[src/rtl/cfg_master_pkg.sv]
// Shared types and constants for the cfg_master initiator.
package pkg_cfg_master;

    // Burst sequencing states
    typedef enum logic [2:0] {
        Idle,
        WrReq,
        RdReq,
        RdWait,
        Rsp
    } state_e;

    // Burst length field (beats minus one) at its default width
    typedef logic [7:0] cfg_len_t;

    // Pattern the config unit returns for an illegal address; also used as abort data
    localparam logic [31:0] CFG_ILLEGAL_DATA = 32'hdeadda7a;

    // Byte distance between consecutive config words
    localparam int CFG_ADDR_STRIDE = 4;

endpackage

[src/rtl/cfg_master_watchdog.sv]
// Stall watchdog for cfg_master: counts consecutive stalled cycles and flags
// expiry on the cycle the count reaches TIMEOUT_CYCLES. Only instantiated when
// CFG_MASTER_TIMEOUT_EN is defined.
module cfg_master_watchdog #(
    parameter int TIMEOUT_CYCLES = 64
) (
    input  logic clk_i,
    input  logic rst_ni,
    input  logic count_i,
    input  logic clear_i,
    output logic expire_o
);

    localparam int CW = $clog2(TIMEOUT_CYCLES + 1);

    logic [CW-1:0] cnt_q;

    // Expire on the stalled cycle that would make the count reach the limit
    assign expire_o = count_i && (cnt_q == CW'(TIMEOUT_CYCLES - 1));

    // Stall counter: restarts on progress or expiry, holds when neither counting nor cleared
    always_ff @(posedge clk_i or negedge rst_ni) begin
        if (!rst_ni) begin
            cnt_q <= '0;
        end else if (clear_i || expire_o) begin
            cnt_q <= '0;
        end else if (count_i) begin
            cnt_q <= cnt_q + 1'b1;
        end
    end

endmodule

[src/rtl/cfg_master.sv]
// cfg_master: turns one burst command into single-word cfg transactions with
// auto-incrementing addresses, one transaction in flight at a time.
// Optional watchdog abort is enabled by defining CFG_MASTER_TIMEOUT_EN.
module cfg_master
    import pkg_cfg_master::*;
#(
    parameter int ADDR_WIDTH     = 16,
    parameter int DATA_WIDTH     = 32,
    parameter int LEN_WIDTH      = 8,
    parameter int TIMEOUT_CYCLES = 64
) (
    input  logic                  clk_i,
    input  logic                  rst_ni,
    input  logic                  cmd_valid_i,
    output logic                  cmd_ready_o,
    input  logic                  cmd_write_i,
    input  logic [ADDR_WIDTH-1:0] cmd_addr_i,
    input  logic [LEN_WIDTH-1:0]  cmd_len_i,
    input  logic                  wdata_valid_i,
    output logic                  wdata_ready_o,
    input  logic [DATA_WIDTH-1:0] wdata_i,
    output logic                  rsp_valid_o,
    input  logic                  rsp_ready_i,
    output logic [DATA_WIDTH-1:0] rsp_data_o,
    output logic                  rsp_last_o,
    output logic                  rsp_err_o,
    output logic                  cfg_req_o,
    input  logic                  cfg_gnt_i,
    output logic                  cfg_wen_o,
    output logic [ADDR_WIDTH-1:0] cfg_addr_o,
    output logic [DATA_WIDTH-1:0] cfg_wdata_o,
    input  logic [DATA_WIDTH-1:0] cfg_rdata_i,
    input  logic                  cfg_rvalid_i,
    output logic                  busy_o
);

    localparam logic [ADDR_WIDTH-1:0] STRIDE = ADDR_WIDTH'(CFG_ADDR_STRIDE);

    state_e                state_q, state_d;
    logic [ADDR_WIDTH-1:0] addr_q, addr_d;
    logic [LEN_WIDTH-1:0]  cnt_q, cnt_d;
    logic [DATA_WIDTH-1:0] rsp_data_q, rsp_data_d;
    logic                  rsp_last_q, rsp_last_d;
    logic                  expire;

`ifdef CFG_MASTER_TIMEOUT_EN
    logic wd_count;
    logic wd_hold;
    logic rsp_err_q;

    // Stalled means a request or read return is outstanding with no progress this cycle;
    // a write waiting for upstream data is neither stalled nor progress
    assign wd_count = ((state_q == WrReq) && wdata_valid_i && !cfg_gnt_i) ||
                      ((state_q == RdReq) && !cfg_gnt_i) ||
                      ((state_q == RdWait) && !cfg_rvalid_i);
    assign wd_hold  = (state_q == WrReq) && !wdata_valid_i;

    cfg_master_watchdog #(
        .TIMEOUT_CYCLES(TIMEOUT_CYCLES)
    ) u_watchdog (
        .clk_i   (clk_i),
        .rst_ni  (rst_ni),
        .count_i (wd_count),
        .clear_i (!wd_count && !wd_hold),
        .expire_o(expire)
    );

    // Abort flag: set by the watchdog, dropped once the burst is over
    always_ff @(posedge clk_i or negedge rst_ni) begin
        if (!rst_ni) begin
            rsp_err_q <= 1'b0;
        end else if (expire) begin
            rsp_err_q <= 1'b1;
        end else if (state_q == Idle) begin
            rsp_err_q <= 1'b0;
        end
    end

    assign rsp_err_o = (state_q == Rsp) && rsp_err_q;
`else
    assign expire    = 1'b0;
    assign rsp_err_o = 1'b0;
`endif

    // Burst state, address, remaining-beat counter and response registers
    always_ff @(posedge clk_i or negedge rst_ni) begin
        if (!rst_ni) begin
            state_q    <= Idle;
            addr_q     <= '0;
            cnt_q      <= '0;
            rsp_data_q <= '0;
            rsp_last_q <= 1'b0;
        end else begin
            state_q    <= state_d;
            addr_q     <= addr_d;
            cnt_q      <= cnt_d;
            rsp_data_q <= rsp_data_d;
            rsp_last_q <= rsp_last_d;
        end
    end

    // Next-state and handshake outputs; abort on watchdog expiry only when no progress was made
    always_comb begin
        state_d       = state_q;
        addr_d        = addr_q;
        cnt_d         = cnt_q;
        rsp_data_d    = rsp_data_q;
        rsp_last_d    = rsp_last_q;
        cmd_ready_o   = 1'b0;
        wdata_ready_o = 1'b0;
        rsp_valid_o   = 1'b0;
        cfg_req_o     = 1'b0;
        cfg_wen_o     = 1'b0;
        cfg_addr_o    = '0;
        cfg_wdata_o   = '0;

        unique case (state_q)
            Idle: begin
                cmd_ready_o = 1'b1;
                if (cmd_valid_i) begin
                    addr_d     = {cmd_addr_i[ADDR_WIDTH-1:2], 2'b00};
                    cnt_d      = cmd_len_i;
                    rsp_data_d = '0;
                    rsp_last_d = 1'b0;
                    state_d    = cmd_write_i ? WrReq : RdReq;
                end
            end
            WrReq: begin
                cfg_req_o     = wdata_valid_i;
                cfg_addr_o    = addr_q;
                cfg_wdata_o   = wdata_i;
                wdata_ready_o = wdata_valid_i && cfg_gnt_i;
                if (wdata_valid_i && cfg_gnt_i) begin
                    addr_d = addr_q + STRIDE;
                    if (cnt_q == '0) begin
                        rsp_data_d = '0;
                        rsp_last_d = 1'b1;
                        state_d    = Rsp;
                    end else begin
                        cnt_d = cnt_q - 1'b1;
                    end
                end else if (expire) begin
                    rsp_data_d = DATA_WIDTH'(CFG_ILLEGAL_DATA);
                    rsp_last_d = 1'b1;
                    state_d    = Rsp;
                end
            end
            RdReq: begin
                cfg_req_o  = 1'b1;
                cfg_wen_o  = 1'b1;
                cfg_addr_o = addr_q;
                if (cfg_gnt_i) begin
                    state_d = RdWait;
                end else if (expire) begin
                    rsp_data_d = DATA_WIDTH'(CFG_ILLEGAL_DATA);
                    rsp_last_d = 1'b1;
                    state_d    = Rsp;
                end
            end
            RdWait: begin
                if (cfg_rvalid_i) begin
                    rsp_data_d = cfg_rdata_i;
                    rsp_last_d = (cnt_q == '0);
                    state_d    = Rsp;
                end else if (expire) begin
                    rsp_data_d = DATA_WIDTH'(CFG_ILLEGAL_DATA);
                    rsp_last_d = 1'b1;
                    state_d    = Rsp;
                end
            end
            Rsp: begin
                rsp_valid_o = 1'b1;
                if (rsp_ready_i) begin
                    if (rsp_last_q) begin
                        state_d = Idle;
                    end else begin
                        addr_d  = addr_q + STRIDE;
                        cnt_d   = cnt_q - 1'b1;
                        state_d = RdReq;
                    end
                end
            end
            default: state_d = Idle;
        endcase
    end

    assign rsp_data_o = rsp_data_q;
    assign rsp_last_o = rsp_last_q;
    assign busy_o     = (state_q != Idle);

endmodule

[config.mk]
export PLATFORM = sky130hd
export DESIGN_NAME = cfg_master
export DESIGN_NICKNAME = d
export VERILOG_FILES = /design/src/rtl/cfg_master_pkg.sv /design/src/rtl/cfg_master_watchdog.sv /design/src/rtl/cfg_master.sv
export SDC_FILE = /design/constraint.sdc
export NUM_CORES = 1
export LEC_CHECK = 0
export ABC_CLOCK_PERIOD_IN_PS = 2009
export CAP_MARGIN = 20
export CORE_MARGIN = 1.5
export CORE_UTILIZATION = 35
export DETAILED_ROUTE_END_ITERATION = 8
export PLACE_DENSITY_LB_ADDON = 0.2
export SYNTH_ARGS = -nofsm -noshare
export SYNTH_HDL_FRONTEND = slang
export SYNTH_SLANG_ARGS = --single-unit
export TNS_END_PERCENT = 100
[constraint.sdc]
create_clock -name clk_i -period 2.01 [get_ports clk_i]
set_input_delay 0.201 -clock clk_i [delete_from_list [all_inputs] [get_ports clk_i]]
set_output_delay 0.201 -clock clk_i [all_outputs]
set_load 0.01 [all_outputs]
==> impl_metrics.ini <==
[status]
status = finished clean

[sta]
rsz0062_at_grt = yes
finClkSkew_ps = 8.61
timing.final.crit_share_pct = 98.3
hold_viol = 0
period_needed_ps = 1980
fin_setup_tns_ps = 0
fin_ws_ps = 33.5
whs_ps = 338
fmax_mhz = 506
drv_slew = 0
finalSetupViolCount = 0

[worst_setup_path]
timing.rr.start = cnt_q[0]$_DFFE_PN0P_
cpPeakStageDelay_ps = 400
worstPathRequired_ps = 2280
r2r_cells = 9
worstReg2RegEnd = rsp_data_o[7]$_DFFE_PN0P_
worst_path_most_repeated_cell = buf_6
rrSetupSlack_ps = 30
crit_path_start_kind = flop
critPathCaptureType = flop
cp_cell_sequence = inv_2 -> ha_4 -> nor3b_4 -> buf_6 -> nand4b_4 -> a211oi_4 -> buf_6 -> buf_12 -> mux2i_1
worst-path-max-fanout = 8
crit_type = reg2reg
crit_start = cnt_q[0]$_DFFE_PN0P_
critPathTopFamily = buffers and inverters
critPathBufInv = 4
crit_arrival_ps = 2240
cp_slowest_cell = dfrtp_1

[cts]
cts_sinks = 58
cts_tree = yes
cts_buffers = 9
clkLatencyLatePin_ps = 350
path_clk_slew_ps = 70
htree_num_levels = 3
clockRootBuffer = clkbuf_8
clock_path_buffers = 2

[floorplan]
fp-row-count = 37
io_pins = 184
fp.dieW_um = 105
dieArea_mm2 = 0.0111
coreArea_mm2 = 0.0102
start_util_pct = 35.8
die_height_um = 105

[route]
drtAntennaViolNets = 0
viasPerCell = 5.00
wl_um = 12100
vias = 3823
first_pass_iters = 4
wl_per_cell_um = 15.8
drt_iter0_drc = 121
drc = 0

[final_layout]
stdcell_count = 765
num-nets-final = 723
synthToLayoutAreaGrowth_pct = 69.9
drive_gt1_share_pct = 22.1
antenna_cells = 0
finish.utilization_pct = 60.8

[job]
cap_violations = 0

[placement]
dp_hpwl_um = 8320
dpl.cell_count = 727
port_buffers = 178
gp_congestion = 0.887
place_ws_ps = -44.9

[global_route]
gr-total-overflow = 0
grtUsageTotal_pct = 21.9
first_global_vias = 3855
grt_max_degree = 33
grt_first_pass_wirelength_um = 19200
antenna_found_initial = 0

[synth]
ys_types = 49
postSynthAreaPerCell_um2 = 9.01
netlist_instances = 406
ys_seq_elements = 58
synthFlopType = dfrtp_1
yosys_warnings = 0
synth_edf_count = 0
async_flop_share_pct = 100
synth_seq_area_share_pct = 39.7
synthesis.area_mm2 = 0.00366

[worst_hold_path]
hold_class = in2async

[power]
ir_worst_vdd_mv = 0.625
leakagePower_nw = 2.74
power-per-cell-area_mw_per_mm2 = 1570
==> sequential cells by signal, indices dropped and copies added, names as in the netlist <==
name        count
cnt_q           8
state_q         3
addr_q         14
rsp_last_o      1
rsp_data_o     32
==> cells in the final DEF, fill, tap and decap left out, types with 4 or more instances in the layout <==
cell,instances
dfrtp_1,55
buf_4,40
o21ai_0,13
and3_1,4
clkbuf_8,10
buf_2,11
dlygate4sd2_1,9
nor4_1,8
nand4_1,4
a211oi_1,9
mux2i_1,41
nor2_1,6
nand2_1,44
a2bb2oi_1,10
inv_1,38
a21oi_1,8
buf_6,9
clkdlybuf4s15_1,5
nor3_2,4
buf_12,5
clkdlybuf4s50_1,125
and2_1,46
o22ai_1,4
nor3_1,11
clkdlybuf4s15_2,4
nand3_1,6
clkbuf_2,21
o31ai_1,6
==> metal layers <==
layer / global-route usage, % / up-vias / wire length, um
li1: - / 1837 / -
met1: 25.3 / 1807 / 4880
met2: 39.5 / 160 / 6220
met3: 4.89 / 19 / 753
met4: 7.63 / 0 / 242
met5: 0 / - / 0
==> cells by family after synthesis <==
group	Yosys count	synth area share, %
and+or+nand+nor	155	23.6
muxes	44	12.2
adders and majority gates	3	1.03
DFF	58	39.7
other	1	0.102
xor gates and xnor gates	2	0.479
buffers and inverters	72	8.92
AOI/OAI and AO/OA	71	14.0
==> metrics by stage <==
| stage | area, um^2 | power, mW |
|---|---|---|
| after floorplan | 3670 | 5.30 |
| after global placement | 5790 | 7.84 |
| after detailed placement | 5790 | 7.96 |
| after CTS | 6240 | 9.60 |
| after global routing | 6220 | 10.4 |
| final | 6220 | 9.77 |
==> timing repair <==
action | in CTS | in global routing
buffers inserted | 14 | 4
endpoints found under the setup margin | 85 | 77
hold endpoints to repair | 18 | 0
gates cloned | 4 | 1
hold buffers | 1 | 0
pin swaps | 4 | 4
gates resized for setup | 105 | 71
==> worst register-to-register path, cell delays in order (launching register included) <==
cell	delay, ps
dfrtp_1	400
inv_2	100
ha_4	130
nor3b_4	200
buf_6	130
nand4b_4	120
a211oi_4	290
buf_6	170
buf_12	140
mux2i_1	220
==> area by class of cell <==
cell class	count	area [um^2]
Clock inverter	5	53.8
Fill cell	867	4010
Inverter	40	150
Timing Repair Buffer	237	2240
Tap cell	136	170
Sequential cell	58	1460
Clock buffer	11	141
Multi-Input combinational cell	278	2010
==> power breakdown <==
part / total [mW] / internal [mW] / switching [mW] / leakage (nW)
combinational: 6.46 / 3.43 / 3.03 / 1.90
sequential: 2.19 / 1.71 / 0.481 / 0.743
clock: 1.11 / 0.602 / 0.512 / 0.103
total: 9.77 / 5.75 / 4.02 / 2.74
==> worst max path at each step <==
stage                     slack, ps  cells after the start                    endpoint
after floorplan                  20                      6      rsp_last_o$_DFFE_PN0P_
after global placement          -20                      6       addr_q[2]$_DFFE_PN0P_
after detailed placement        -40                      6        cnt_q[1]$_DFFE_PN0P_
after CTS                      -200                      6              cfg_addr_o[15]
after global routing            -50                      9  rsp_data_o[26]$_DFFE_PN0P_
final                            30                      9   rsp_data_o[7]$_DFFE_PN0P_
==> cells in the mapped netlist, drive strengths merged (2+ instances only) <==
library cell  count  area, um^2
a2bb2oi          10        87.6
nand4             4        25.0
mux2i            41         410
nand2b            2        12.5
o211ai            3        22.5
nor4              9        71.3
o21ai            13        65.1
a211o             3        26.3
a22oi             2        15.0
nor3             16        85.1
o21bai            2        15.0
a22o              3        26.3
nor2              9        33.8
o31ai             6        45.0
and2             47         295
mux2              3        37.5
nand3             6        30.0
buf              11        97.6
inv              40         150
nor4b             3        26.3
o32ai             2        17.5
and3              5        32.5
a21oi             9        45.0
clkbuf           21        78.8
o22ai             4        25.0
nor3b             3        22.5
a211oi           10        87.6
dfrtp            58        1450
ha                3        37.5
and4              3        26.3
xnor2             2        17.5
nand2            44         165
(Power assumes the default switching activity.)
